**src/rtl/seq_detector_param.sv**
```systemverilog
// seq_detector_param: runtime-configurable Moore serial pattern detector.
// Bits arrive MSB-of-pattern first on din when din_valid is high; detected is a
// registered flag that rises the edge after the last pattern bit and holds
// until the next accepted bit. Pattern, don't-care mask, length and overlap
// mode are latched with cfg_load. A saturating match counter is included.
// Optional feature macro: SEQDET_STICKY_EN adds a sticky match_seen output.
module seq_detector_param #(
    parameter int                 MAX_LEN     = 8,
    parameter int                 LEN_W       = 4,
    parameter int                 CNT_W       = 16,
    parameter logic [MAX_LEN-1:0] DEF_PATTERN = 8'b0001_0110,
    parameter int                 DEF_LEN     = 5,
    parameter bit                 DEF_OVERLAP = 1'b1
) (
    input  logic               clk,
    input  logic               reset,
    input  logic               din_valid,
    input  logic               din,
    input  logic               cfg_load,
    input  logic [MAX_LEN-1:0] cfg_pattern,
    input  logic [MAX_LEN-1:0] cfg_mask,
    input  logic [LEN_W-1:0]   cfg_len,
    input  logic               cfg_overlap,
    input  logic               count_clr,
    output logic               detected,
    output logic [CNT_W-1:0]   match_count,
    output logic               count_sat
`ifdef SEQDET_STICKY_EN
    ,
    output logic               match_seen
`endif
);

    logic [MAX_LEN-1:0] hist_q, hist_d, hist_n;
    logic [MAX_LEN-1:0] pattern_q, pattern_d;
    logic [MAX_LEN-1:0] mask_q, mask_d;
    logic [MAX_LEN-1:0] len_mask;
    logic [LEN_W-1:0]   len_q, len_d, len_clamped;
    logic [LEN_W-1:0]   fill_q, fill_d, fill_n;
    logic               overlap_q, overlap_d;
    logic               detected_q, detected_d;
    logic [CNT_W-1:0]   count_q, count_d;
    logic               accept;
    logic               match;
`ifdef SEQDET_STICKY_EN
    logic               seen_q, seen_d;
`endif

    // Window mask: only the low len bits of the history take part in a compare.
    always_comb begin
        len_mask = '0;
        for (int i = 0; i < MAX_LEN; i++) begin
            if (LEN_W'(i) < len_q) begin
                len_mask[i] = 1'b1;
            end
        end
    end

    // Next-state logic for history, fill level, config, match flag and counter.
    always_comb begin
        accept      = din_valid && !cfg_load;
        hist_n      = {hist_q[MAX_LEN-2:0], din};
        fill_n      = (fill_q >= len_q) ? len_q : fill_q + LEN_W'(1);
        match       = accept && (fill_n == len_q) &&
                      (((hist_n ^ pattern_q) & mask_q & len_mask) == '0);

        len_clamped = cfg_len;
        if (cfg_len == '0) begin
            len_clamped = LEN_W'(1);
        end else if (cfg_len > LEN_W'(MAX_LEN)) begin
            len_clamped = LEN_W'(MAX_LEN);
        end

        hist_d      = hist_q;
        fill_d      = fill_q;
        detected_d  = detected_q;
        pattern_d   = pattern_q;
        mask_d      = mask_q;
        len_d       = len_q;
        overlap_d   = overlap_q;

        if (cfg_load) begin
            pattern_d  = cfg_pattern;
            mask_d     = cfg_mask;
            len_d      = len_clamped;
            overlap_d  = cfg_overlap;
            hist_d     = '0;
            fill_d     = '0;
            detected_d = 1'b0;
        end else if (accept) begin
            hist_d     = hist_n;
            detected_d = match;
            fill_d     = (match && !overlap_q) ? '0 : fill_n;
        end

        count_d = count_q;
        if (count_clr) begin
            count_d = match ? CNT_W'(1) : '0;
        end else if (match && !(&count_q)) begin
            count_d = count_q + CNT_W'(1);
        end

`ifdef SEQDET_STICKY_EN
        seen_d = seen_q;
        if (match) begin
            seen_d = 1'b1;
        end else if (cfg_load || count_clr) begin
            seen_d = 1'b0;
        end
`endif
    end

    // State registers; reset restores the default configuration and clears progress.
    always_ff @(posedge clk or posedge reset) begin
        if (reset) begin
            hist_q     <= '0;
            fill_q     <= '0;
            detected_q <= 1'b0;
            count_q    <= '0;
            pattern_q  <= DEF_PATTERN;
            mask_q     <= '1;
            len_q      <= LEN_W'(DEF_LEN);
            overlap_q  <= DEF_OVERLAP;
`ifdef SEQDET_STICKY_EN
            seen_q     <= 1'b0;
`endif
        end else begin
            hist_q     <= hist_d;
            fill_q     <= fill_d;
            detected_q <= detected_d;
            count_q    <= count_d;
            pattern_q  <= pattern_d;
            mask_q     <= mask_d;
            len_q      <= len_d;
            overlap_q  <= overlap_d;
`ifdef SEQDET_STICKY_EN
            seen_q     <= seen_d;
`endif
        end
    end

    assign detected    = detected_q;
    assign match_count = count_q;
    assign count_sat   = &count_q;
`ifdef SEQDET_STICKY_EN
    assign match_seen  = seen_q;
`endif

endmodule

```
**config.mk**
```make
export PLATFORM = sky130hd
export DESIGN_NAME = seq_detector_param
export DESIGN_NICKNAME = d
export VERILOG_FILES = /design/src/rtl/seq_detector_param.sv
export SDC_FILE = /design/constraint.sdc
export NUM_CORES = 1
export LEC_CHECK = 0
export BUFFER_PORTS_ARGS = -buffer_cell sky130_fd_sc_hd__buf_2
export CORE_ASPECT_RATIO = 0.75
export CORE_MARGIN = 1.5
export CORE_UTILIZATION = 27
export DETAILED_ROUTE_END_ITERATION = 10
export SYNTH_ARGS = -nofsm -noshare
export SYNTH_HDL_FRONTEND = slang
export SYNTH_SLANG_ARGS = --single-unit
```
**constraint.sdc**
```tcl
create_clock -name clk -period 4.2 [get_ports clk]
set_input_delay 0.42 -clock clk [delete_from_list [all_inputs] [get_ports clk]]
set_output_delay 0.42 -clock clk [all_outputs]
set_load 0.01 [all_outputs]
```
# Yosys cells after proc, flatten, opt, wreduce, memory -nomap -nowiden
# Cells that the tools add are included.
# totals
reg_bits	49
latch_bits	0
ram_bits	0
romBits	0
elab_cells	58
n_memories	0
# classes
addsub	2
multipliers	0
div	0
n_lt_le_gt_ge	10
n_eq_ne	1
shift	0
n_mux	21
n_bitwise	3
reduce_logical	13
# op_table
op	count
$mux W16	2
$mux W4	6
$add A16 B1 Y16 const B	1
$and A8 B8 Y8	2
$lt A3 B4 Y1 const A	4
$reduce_and A16 Y1	1
$mux W7	2
$mux W1	11
$logic_not A8 Y1	1
$lt A1 B4 Y1 const A	2
$lt A2 B4 Y1 const A	2
$xor A8 B8 Y8	1
$logic_and A1 B1 Y1	5
$add A4 B1 Y4 const B	1
$eq A4 B4 Y1	1
$ge A4 B4 Y1	1
$gt A4 B4 Y1 const B	1
$logic_not A4 Y1	1
$reduce_bool A2 Y1	2
$logic_not A1 Y1	3

# Longest topological paths before layout
# depth
ltp_word	9
ltp_mapped	10
mapped_depth_nobuf	9

# Worst setup path before layout
# No wires, ideal clock.
# synth_timing
kind	register to register
startpoint	register len_q[2]
endpoint	register count_q[11] (netlist: match_count[11])
setup_time_ns	0.078
arrival_time_ns	2.490
setup_slack_ns	1.632
path_stages_with_launch	9
path_buffers	1
cell_sequence	dfstp_2 inv_1 ha_1 o21ai_0 o221a_4 or4_4 buf_6 or4_1 a21oi_1
# synth_between
elab_chain_cells	7
word_cells_on_any_way	25
# synth_lines
element	line_no	text
from (decl)	38	logic [LEN_W-1:0] len_q, len_d, len_clamped;
from (signal assigned)	122	len_q <= LEN_W'(DEF_LEN);
from (signal assigned)	134	len_q <= len_d;
$lt A1 B4 Y1, or another cell as far along	53	if (LEN_W'(i) < len_q) begin
$mux W1 / $mux W4 (equally long branches)	53, 63	
$and A8 B8 Y8 / $eq A4 B4 Y1 (equally long branches)	65, 64	
$logic_not A8 Y1 / $logic_and A1 B1 Y1 (equally long branches)	65, 64	
$logic_and A1 B1 Y1 *	64	match = accept && (fill_n == len_q) &&
$logic_and A1 B1 Y1 *	99	end else if (match && !(&count_q)) begin
$reduce_bool A2 Y1 (no line) *	n/a	
to (signal assigned)	131	count_q <= count_d;
to (decl)	42	logic [CNT_W-1:0] count_q, count_d;
# Mark *: on every way between the ends. The rest lies on a longest branch, timed or not.
# A chain may end at the register's enable or synchronous reset.

# Worst setup path after layout
# layout_timing
startpoint	register len_q[2]
endpoint	register count_q[14] (netlist: match_count[14])
# Same word-level chain as after synthesis.

==> results.ini <==
[sta]
finalCritPeriodShare_pct=67.73
fmax_ghz=0.3515
setup_tns_ps=0
period_needed_ps=2845
rsz0062_at_grt=false
slew_violations=0
hold_viol=0
setup_viol=0
worst_slew_pin_slew_ps=731.9
fin_skew_ps=8.389
whs_ps=295.5
maxSlewHeadroom_pct=51.20

[logic_synthesis]
synthMuxAreaShare_pct=11.48
netlist.top_cell.by_area=dfrtp_1
synth_top_family_by_area=simple AND/OR/NAND/NOR gates
synth_area_mm2=0.002648
synthMostInstantiatedCell=dfrtp_1
synth_edf_count=0
synth_warnings=0
synth_nets=283
synthAdderAreaFrac_pct=2.836
synth_cells=250
ys_async_sr_fraction_pct=100.0
yosysSeqAreaShare_pct=46.98
synth_xor_area_share_pct=6.805
synthTopCellsByArea=dfrtp_1 33%, dfstp_2 14%, mux2_2 8.1%
synth_ff_type=dfrtp_1
synth.distinct_cells=43
synth.avg_cell_area_um2=10.59
synth-simple-area-share_pct=18.01
synth-seq-cells=49
ys_top_cells_by_count=35 x dfrtp_1, 21 x nor2_1, 19 x mux2_2
synth_top_area_share_pct=33.08
synth_compound_area_share_pct=11.06

[floorplan]
start_util_pct=27.63
rows=31
io_pins=45
fp.dieH_um=88.76
die_area_mm2=0.01041
core_area_mm2=0.009580
die_w_um=117.3

[layout]
diodes=0
drive_above_1_share_pct=32.19
nets=324
syn_to_final_growth_pct=18.43
instances_no_fill=424
final_core_util_pct=32.73

[drt]
vias_per_cell=4.849
drtIter0Drc=91
met1Wirelength_mm=2.999
dr.max_layer_used=met4
drc=0
antenna_left=0
vias=2056
dr.pass1.iters=4
route.met2.wl_mm=2.459
routed_wl_mm=5.771
wl_per_cell_um=13.61
wl_met3_um=235

[critical_path]
r2r_slack_ps=1360
r2r-end=match_count[14]
reg2reg_from=len_q[2]
criticalPathCategory=reg2reg
cp_max_fo=12
worstPathRequired_ps=4420
cp-start-kind=flip-flop
end_kind=flip-flop
reg2reg_depth=8
arrival_ps=3060

[pwr]
power.leakage_uw=0.001389
ir_drop_v=0.0002016
power_switching_uw=350.9
power_density_mw_per_mm2=385.2
internal_power_uw=856.9
combPwrFrac_pct=21.0
seqPwrFrac_pct=45.8
p_clk_share_pct=33.2
switching_share_pct=29.05

[global_route]
grt_max_degree=50
grt_pass1_wl_mm=9.584
grt_pass1_vias=1920
grt_antenna_before_repair=0
grt.total_usage_pct=11.48
grt_overflow=0

[place]
dpl.hpwl_mm=4.080
gp_congestion=0.8526
dp.cells=416
io_buffers=44

[clock_network]
cts-root-buf=clkbuf_16
postCtsHoldBufs=0
cts_tree=yes
post_cts_buffers=0
cts.sinks=49
cts.htree.levels=2
cts_resized=0
clk_path_buf_depth=2
clock_latency_ps=290
cts_buffers=5
clkSlewWorstSetupHoldPaths_ps=70

[outcome]
status=finished clean

[flow_run]
cap_violations=0

[hold_path]
hold_class=in2async

[area by class of cell]
class	instances	area, um^2
Clock buffer	6	128.9
Clock inverter	2	15.01
Fill cell	980	6445
Inverter	7	26.28
Multi-Input combinational cell	183	1329
Sequential cell	49	1244
Tap cell	132	165.2
Timing Repair Buffer	45	227.7
[registers in the layout, summed over array words and instances, names as in the netlist]
name,count
hist_q,7
pattern_q,8
match_count,16
len_q,4
mask_q,8
detected,1
overlap_q,1
fill_q,4
[per-layer routing]
layer  vias to the layer above  global-route usage [%]
li1                        993                       -
met1                      1012                   16.48
met2                        43                   16.90
met3                         8                   2.771
met4                         0                   3.928
met5                         -                       0
[logic make-up (layout without fill, tap and decap cells)]
logic type | count (synthesis) | after routing
AO/OA/AOI/OAI | 44 | 44
XOR/XNOR | 19 | 19
adder cells (fa/ha/maj) | 6 | 6
buffers and inverters | 18 | 60
flip-flops | 49 | 49
multiplexers | 28 | 28
AND/OR/NAND/NOR | 86 | 86
[through the flow]
stage | setup WS [ps] | total power [uW] | area [um^2]
after floorplan | 1632 | 747.6 | 2648
after global placement | 1509 | 806.9 | 2992
after detailed placement | 1445 | 812.5 | 2992
after CTS | 1397 | 1214 | 3136
after global routing | 1170 | 1273 | 3136
final | 1355 | 1208 | 3136
[cells in the final DEF, fill, tap and decap left out, types with 6 or more instances in the layout]
master,synthesis,final
a21oi_1,14,14
dfrtp_1,35,35
nand2_1,15,15
or4_1,9,9
dfstp_2,14,14
xor2_1,14,14
mux2i_1,9,9
o21ai_0,9,9
nor2_1,21,21
mux2_2,19,19
nand3_1,10,10
o31ai_1,7,7
nand2b_1,7,7
inv_1,7,6
buf_2,0,44
ha_1,6,6
[worst max-delay path, cell delays in order, from the launching register on]
cell and delay (ps):
dfstp_2 590, inv_1 80, ha_1 290, o21ai_0 120, o221a_4 310, nor4_2 430
nand2_1 330, or4_1 480, a21oi_1 160
[worst max path at each step]
stage,startpoint,to,slack [ps],cells after the start
floorplan,len_q[2],match_count[11],1630,8
global placement,fill_q[0],match_count[14],1510,8
detailed placement,len_q[2],match_count[14],1450,8
CTS,len_q[2],match_count[14],1400,8
global route,len_q[3],match_count[3],1170,8
finish,len_q[2],match_count[14],1360,8
[power by group through the flow]
| stage | registers, uW | logic (uW) | clock network [uW] |
|---|---|---|---|
| finish | 553 | 253 | 402 |
| global route | 559 | 285 | 429 |
| CTS | 554 | 253 | 408 |
| detailed placement | 561 | 251 | 0 |
| global placement | 561 | 246 | 0 |
| floorplan | 551 | 196 | 0 |
Power figures use the tool's default switching activity.
